`src/rtl/demux2_stream_if.sv`:
```
// demux2_stream_if: handshake bundle for the two-way stream demux
// master drives d/s/in_valid and the channel readies; slave (the demux) drives
// in_ready, the registered channel words/valids and the per-channel transfer counts.
interface demux2_stream_if #(parameter int DATA_W = 8);
  logic [DATA_W-1:0] d;
  logic              s;
  logic              in_valid;
  logic              in_ready;
  logic [DATA_W-1:0] y0;
  logic [DATA_W-1:0] y1;
  logic              y0_valid;
  logic              y1_valid;
  logic              y0_ready;
  logic              y1_ready;
  logic [7:0]        cnt0;
  logic [7:0]        cnt1;
  modport master (
    output d, s, in_valid, y0_ready, y1_ready,
    input  in_ready, y0, y1, y0_valid, y1_valid, cnt0, cnt1
  );
  modport slave (
    input  d, s, in_valid, y0_ready, y1_ready,
    output in_ready, y0, y1, y0_valid, y1_valid, cnt0, cnt1
  );
endinterface

```
`src/rtl/demux2_stream.sv`:
```
// demux2_stream: routes one input stream to two one-entry registered output channels
// clk/rst_n: clock and async active-low reset; bus: demux2_stream_if slave
// (d, s, in_valid -> in_ready; y0/y1 with valid/ready; cnt0/cnt1 output transfer counts).
module demux2_stream #(parameter int DATA_W = 8) (
  input logic             clk,
  input logic             rst_n,
  demux2_stream_if.slave  bus
);
  typedef enum logic {EMPTY = 1'b0, FULL = 1'b1} state_e;
  state_e            st0_q, st0_d, st1_q, st1_d;
  logic [DATA_W-1:0] y0_q, y0_d, y1_q, y1_d;
  logic [7:0]        cnt0_q, cnt0_d, cnt1_q, cnt1_d;
  logic              rdy, ld0, ld1, out0, out1;
  always_ff @(posedge clk or negedge rst_n) begin
    if (!rst_n) begin
      st0_q  <= EMPTY;
      st1_q  <= EMPTY;
      y0_q   <= '0;
      y1_q   <= '0;
      cnt0_q <= '0;
      cnt1_q <= '0;
    end else begin
      st0_q  <= st0_d;
      st1_q  <= st1_d;
      y0_q   <= y0_d;
      y1_q   <= y1_d;
      cnt0_q <= cnt0_d;
      cnt1_q <= cnt1_d;
    end
  end
  // A channel can take a word when empty or when its held word leaves this cycle.
  always_comb begin
    out0   = (st0_q == FULL) && bus.y0_ready;
    out1   = (st1_q == FULL) && bus.y1_ready;
    rdy    = bus.s ? (st1_q == EMPTY || bus.y1_ready) : (st0_q == EMPTY || bus.y0_ready);
    ld0    = bus.in_valid && rdy && !bus.s;
    ld1    = bus.in_valid && rdy && bus.s;
    st0_d  = ld0 ? FULL : (out0 ? EMPTY : st0_q);
    st1_d  = ld1 ? FULL : (out1 ? EMPTY : st1_q);
    y0_d   = ld0 ? bus.d : y0_q;
    y1_d   = ld1 ? bus.d : y1_q;
    cnt0_d = cnt0_q + {7'd0, out0};
    cnt1_d = cnt1_q + {7'd0, out1};
  end
  always_comb begin
    bus.in_ready = rdy;
    bus.y0       = y0_q;
    bus.y1       = y1_q;
    bus.y0_valid = (st0_q == FULL);
    bus.y1_valid = (st1_q == FULL);
    bus.cnt0     = cnt0_q;
    bus.cnt1     = cnt1_q;
  end
endmodule

```
`src/flat_wrapper.sv`:
```
// flat-port wrapper written by rule: the top's interface ports become plain ports
module demux2_stream_flat 
#(parameter int DATA_W = 8)
  (clk, rst_n, bus_d, bus_s, bus_in_valid, bus_y0_ready, bus_y1_ready, bus_in_ready, bus_y0, bus_y1, bus_y0_valid, bus_y1_valid, bus_cnt0, bus_cnt1);
  demux2_stream_if #(.DATA_W(DATA_W)) bus_i ();
  input logic clk;
  input logic rst_n;
  input wire logic [$bits(bus_i.d)-1:0] bus_d;
  input wire logic [$bits(bus_i.s)-1:0] bus_s;
  input wire logic [$bits(bus_i.in_valid)-1:0] bus_in_valid;
  input wire logic [$bits(bus_i.y0_ready)-1:0] bus_y0_ready;
  input wire logic [$bits(bus_i.y1_ready)-1:0] bus_y1_ready;
  output wire logic [$bits(bus_i.in_ready)-1:0] bus_in_ready;
  output wire logic [$bits(bus_i.y0)-1:0] bus_y0;
  output wire logic [$bits(bus_i.y1)-1:0] bus_y1;
  output wire logic [$bits(bus_i.y0_valid)-1:0] bus_y0_valid;
  output wire logic [$bits(bus_i.y1_valid)-1:0] bus_y1_valid;
  output wire logic [$bits(bus_i.cnt0)-1:0] bus_cnt0;
  output wire logic [$bits(bus_i.cnt1)-1:0] bus_cnt1;
  assign bus_i.d = bus_d;
  assign bus_i.s = bus_s;
  assign bus_i.in_valid = bus_in_valid;
  assign bus_i.y0_ready = bus_y0_ready;
  assign bus_i.y1_ready = bus_y1_ready;
  assign bus_in_ready = bus_i.in_ready;
  assign bus_y0 = bus_i.y0;
  assign bus_y1 = bus_i.y1;
  assign bus_y0_valid = bus_i.y0_valid;
  assign bus_y1_valid = bus_i.y1_valid;
  assign bus_cnt0 = bus_i.cnt0;
  assign bus_cnt1 = bus_i.cnt1;
  demux2_stream #(.DATA_W(DATA_W)) u_core (.clk(clk), .rst_n(rst_n), .bus(bus_i));
endmodule
```
`config.mk`:
```
export PLATFORM = sky130hd
export DESIGN_NAME = demux2_stream_flat
export DESIGN_NICKNAME = d
export VERILOG_FILES = /design/src/rtl/demux2_stream_if.sv /design/src/rtl/demux2_stream.sv /design/src/flat_wrapper.sv
export SDC_FILE = /design/constraint.sdc
export NUM_CORES = 1
export LEC_CHECK = 0
export ABC_AREA = 1
export BUFFER_PORTS_ARGS = -buffer_cell sky130_fd_sc_hd__buf_2
export CORE_UTILIZATION = 30
export DETAILED_ROUTE_END_ITERATION = 12
export HOLD_SLACK_MARGIN = 0.02
export MAX_ROUTING_LAYER = met4
export PLACE_DENSITY = 0.59
export SLEW_MARGIN = 0
export SYNTH_ARGS = -nofsm -noshare
export SYNTH_HDL_FRONTEND = slang
export SYNTH_SLANG_ARGS = --single-unit
```
`constraint.sdc`:
```
create_clock -name clk -period 4.2 [get_ports clk]
set_clock_uncertainty 0.1 [all_clocks]
set_input_delay 0.42 -clock clk [delete_from_list [all_inputs] [get_ports clk]]
set_output_delay 0.42 -clock clk [all_outputs]
set_load 0.02 [all_outputs]
```
== Word-level counts from Yosys, hierarchy flattened ==
Cells that the tools add are included.
Widths: inputs -> output; s select.

* Bits of input ports: 14
* Flip-flop bits (word level): 34
* Word-level logic and storage cells: 25
* Output and inout port bits: 35

* Add/subtract/negate cells: 2
* Multiplexer cells: 5
* Bitwise operators: 2
* Reductions and logical operators: 10

{| class="wikitable"
|+ Operators with widths
! kind !! count
|-
| $add 8x1->8 || 2
|-
| $logic_and 1x1->1 || 5
|-
| $mux 1 || 5
|-
| $reduce_bool 2->1 || 2
|-
| $logic_or 1x1->1 || 2
|-
| $not 1->1 || 2
|-
| $logic_not 1->1 || 1
|}

== Logic depth before layout (Yosys ltp) ==
* Depth in word-level cells: 6
* Gate-level depth with buffers: 8
* Mapped depth without buffers: 8

== Worst setup path after synthesis ==
OpenSTA, ideal clock, no wires.

* Path kind: reg2reg
* Start point: register u_core.st1_q, in the netlist u_core.bus.y1_valid
* End point: register u_core.cnt1_q[6], in the netlist u_core.bus.cnt1[6]
* Required time: 3.977 ns
* Arrival time: 1.272 ns
* Setup time: 0.123 ns
* Cell stages (with the launch flop): 8
* Path slack: 2.705 ns
* Path through: dfrtp_1 -> nand2_1 -> inv_1 -> ha_1 -> ha_1 -> nand3_1 -> o21ai_0 -> nand2_1

* Word-level cells in the longest chain between the ends: 2

{| class="wikitable"
|+ Ends and longest elaborated chain
! what !! line !! RTL
|-
| from (decl) || demux2_stream.sv:10 || <nowiki>state_e st0_q, st0_d, st1_q, st1_d;</nowiki>
|-
| from (signal assigned) || demux2_stream.sv:24 || <nowiki>st1_q <= st1_d;</nowiki>
|-
| $logic_and 1x1->1 || demux2_stream.sv:34 || <nowiki>out1 = (st1_q == FULL) && bus.y1_ready;</nowiki>
|-
| $add 8x1->8 || demux2_stream.sv:43 || <nowiki>cnt1_d = cnt1_q + {7'd0, out1};</nowiki>
|-
| named net u_core.cnt1_d[6] || demux2_stream.sv:12 || <nowiki>logic [7:0] cnt0_q, cnt0_d, cnt1_q, cnt1_d;</nowiki>
|-
| to (signal assigned) || demux2_stream.sv:28 || <nowiki>cnt1_q <= cnt1_d;</nowiki>
|-
| to (decl) || demux2_stream.sv:12 ||
|}

The timed path passes the listed nets, and every way through them passes these cells.
A chain may end at the register's enable or synchronous reset.

== Worst setup path after layout ==
* Start point: register u_core.st0_q, in the netlist u_core.bus.y0_valid
* End point: output bus_in_ready

* Word-level cells in the longest chain between the ends: 3

{| class="wikitable"
|+ Ends and longest elaborated chain
! what !! line !! RTL
|-
| from (decl) || demux2_stream.sv:10 ||
|-
| from (signal assigned) || demux2_stream.sv:23 || <nowiki>st0_q <= st0_d;</nowiki>
|-
| $not 1->1 || demux2_stream.sv:35 || <nowiki>rdy = bus.s ? (st1_q == EMPTY || bus.y1_ready) : (st0_q == EMPTY || bus.y0_ready);</nowiki>
|-
| $logic_or 1x1->1 || demux2_stream.sv:35 ||
|-
| $mux 1 || demux2_stream.sv:35 ||
|-
| to (decl) || flat_wrapper.sv:13 || <nowiki>output wire logic [$bits(bus_i.in_ready)-1:0] bus_in_ready;</nowiki>
|}

Every way passes these cells.

==> flow_metrics.tcl <==
set metrics [dict create \
    clockBufferDepth 2 \
    h-tree-depth 2 \
    synth_simple_gate_area_share_pct 30.3 \
    grt.total_usage_pct 12.8 \
    dr.first_iter.drc_count 22 \
    synth_area_um2 1520 \
    die_x_um 73.1 \
    power_density_nw_per_um2 510 \
    seq_area_um2 851 \
    cts_sinks 34 \
    synth_mux_area_share_pct 0 \
    max_slew_margin_pct 50.0 \
    yosysTopAreaCellShare_pct 56.1 \
    grt_max_degree 35 \
    numCtsBuffers 5 \
    die_h_um 73.1 \
    path_max_fanout 11 \
    start_util_pct 31.7 \
    synth_common_cells "nand2_1 (62), dfrtp_1 (34), nand4_1 (16)" \
    finalHoldViolCount 0 \
    core_area_um2 4790 \
    hold_class "in2async" \
    gp_congestion 0.724 \
    dp_cells 271 \
    cp-end-kind "primary output" \
    tritoncts "yes" \
    synth_top_family_by_area "simple AND/OR/NAND/NOR gates" \
    path_class "reg2out" \
    timing.hold.ws_ps 103 \
    synthTopCellsByArea "dfrtp_1 (56%), nand2_1 (15%), nand4_1 (6.6%)" \
    setup_violations 0 \
    grt_pass1_wl_um 5030 \
    dr.pass1.iters 4 \
    io_buffers 48 \
    nFillCells 516 \
    grt_pass1_vias 1169 \
    avgViaCountPerCell 4.33 \
    final_core_util_pct 39.1 \
    finalMaxSlewViolations 0 \
    synth.largest_area_cell "dfrtp_1" \
    cts.repair.resized 0 \
    dp_slack_ps 2570 \
    leakage_nw 1.01 \
    ys_types 18 \
    io_pins 49 \
    maxClockFrequency_mhz 564 \
    maxCapViolCount 0 \
    synthXorXnorAreaFrac_pct 3.47 \
    postCtsHoldBufs 0 \
    wirelength_um 2980 \
    synth_area_per_cell_um2 9.42 \
    clk_pin_slew_ps 70 \
    nNetsFinal 229 \
    cts_root_buf "clkbuf_8" \
    synth-main-ff-cell "dfrtp_1" \
    antenna_left 0 \
    synth_fp_nets 179 \
    synth-async-reset-ratio_pct 100 \
    cp.required_ps 3680 \
    cts_setup_buffers 0 \
    arrival_ps 1250 \
    timing.final.crit_share_pct 42.2 \
    tns_ps 0 \
    drcViolationCount 0 \
    grt_setup_unrepaired "no" \
    antenna_found_initial 0 \
    gr-total-overflow 0 \
    ys_ff_latch 34 \
    wl_per_cell_um 10.7 \
    period_needed_ps 1770 \
    cp-start-kind "flop" \
    dpl.hpwl_um 2210 \
    n_antenna_cell 0 \
    ir_worst_vdd_mv 0.213 \
    core.rowCount 25 \
    die-area_um2 5340 \
    synth_seq_area_share_pct 56.1 \
    multi_input_area_um2 572 \
    syn_inst 161 \
    tightest_slew_ps 751 \
    synth_compound_area_share_pct 0.660 \
    instances_no_fill 278 \
    drive_gt1_share_pct 29.9 \
    run_status "completed" \
    synth_edf_count 0 \
    synth_warnings 0 \
    synth.most_common_cell "nand2_1" \
    vias 1204 \
    fin_ws_ps 2430 \
    synth-adder-area-share_pct 3.30 \
    syn2layout_area_growth_pct 23.4 \
    clk_latency_ps 270 \
]
## final timing paths
kind                       slack [ps]           startpoint            endpoint  cells past startpoint
hold / removal                    100                rst_n  u_core.bus.cnt1[2]                      1
min in group clk                  310             bus_d[7]    u_core.bus.y0[7]                      3
hold reg to reg                   370     u_core.bus.y1[6]    u_core.bus.y1[6]                      2
setup / recovery                 2430  u_core.bus.y0_valid        bus_in_ready                      4
setup reg to reg                 2760  u_core.bus.y0_valid  u_core.bus.cnt0[6]                      7
max in group asynchronous        3410                rst_n    u_core.bus.y1[6]                      1
## metrics by stage
stage	power (mW)	area, um2
finish	0.955	1870
global route	1.02	1870
CTS	0.974	1870
detailed placement	0.746	1800
global placement	0.740	1800
floorplan	0.638	1520
## layout make-up
cell class | count | area share [%]
Clock buffer | 7 | 4.08
Timing Repair Buffer | 48 | 12.8
Tap cell | 67 | 4.48
Inverter | 13 | 2.61
Sequential cell | 34 | 45.5
Multi-Input combinational cell | 109 | 30.5
## cells by family after synthesis
| logic type | count (synthesis) |
|---|---|
| buf+inv | 18 |
| xor+xnor | 6 |
| flops | 34 |
| compound gates | 2 |
| fa+ha+maj | 4 |
| simple gates | 97 |
## placed cells by master, fill, tap and decap left out
master / instances
inv_2: 1
xor2_1: 4
nand3_4: 1
nand2_1: 62
nand3_2: 1
xnor2_1: 2
clkbuf_1: 2
nor2_2: 2
ha_1: 4
inv_1: 12
nand4_1: 16
buf_2: 48
nand3_1: 6
nand2_2: 3
nor2_1: 4
o21ai_0: 2
clkbuf_8: 5
dfrtp_1: 34
nor2_4: 2
## layer usage
metal / track usage, % / up-vias / part of all wire [%]
li1: - / 615 / -
met2: 21.1 / 36 / 47
met1: 14.6 / 548 / 47
met3: 3.73 / 5 / 4.7
met4: 5.23 / 0 / 1.3
met5: - / - / 0
## worst max-delay path, cell delays in order (launching register included)
cell and delay (ps):
dfrtp_1 390, nand2_1 290, nand2_1 80, nand2_1 60
buf_2 150
## flip-flops by register name (all words and copies together), names as in the netlist
name	cells
u_core.bus.y0_valid	1
u_core.bus.y1	8
u_core.bus.y1_valid	1
u_core.bus.cnt1	8
u_core.bus.y0	8
u_core.bus.cnt0	8
## power by group
part	internal [mW]	leakage (nW)	total, mW	switching [mW]
combinational	0.0917	0.544	0.275	0.184
sequential	0.399	0.430	0.457	0.0585
clock	0.114	0.0383	0.222	0.108
total	0.604	1.01	0.955	0.350
No activity file was read; power rests on OpenSTA's default activity.
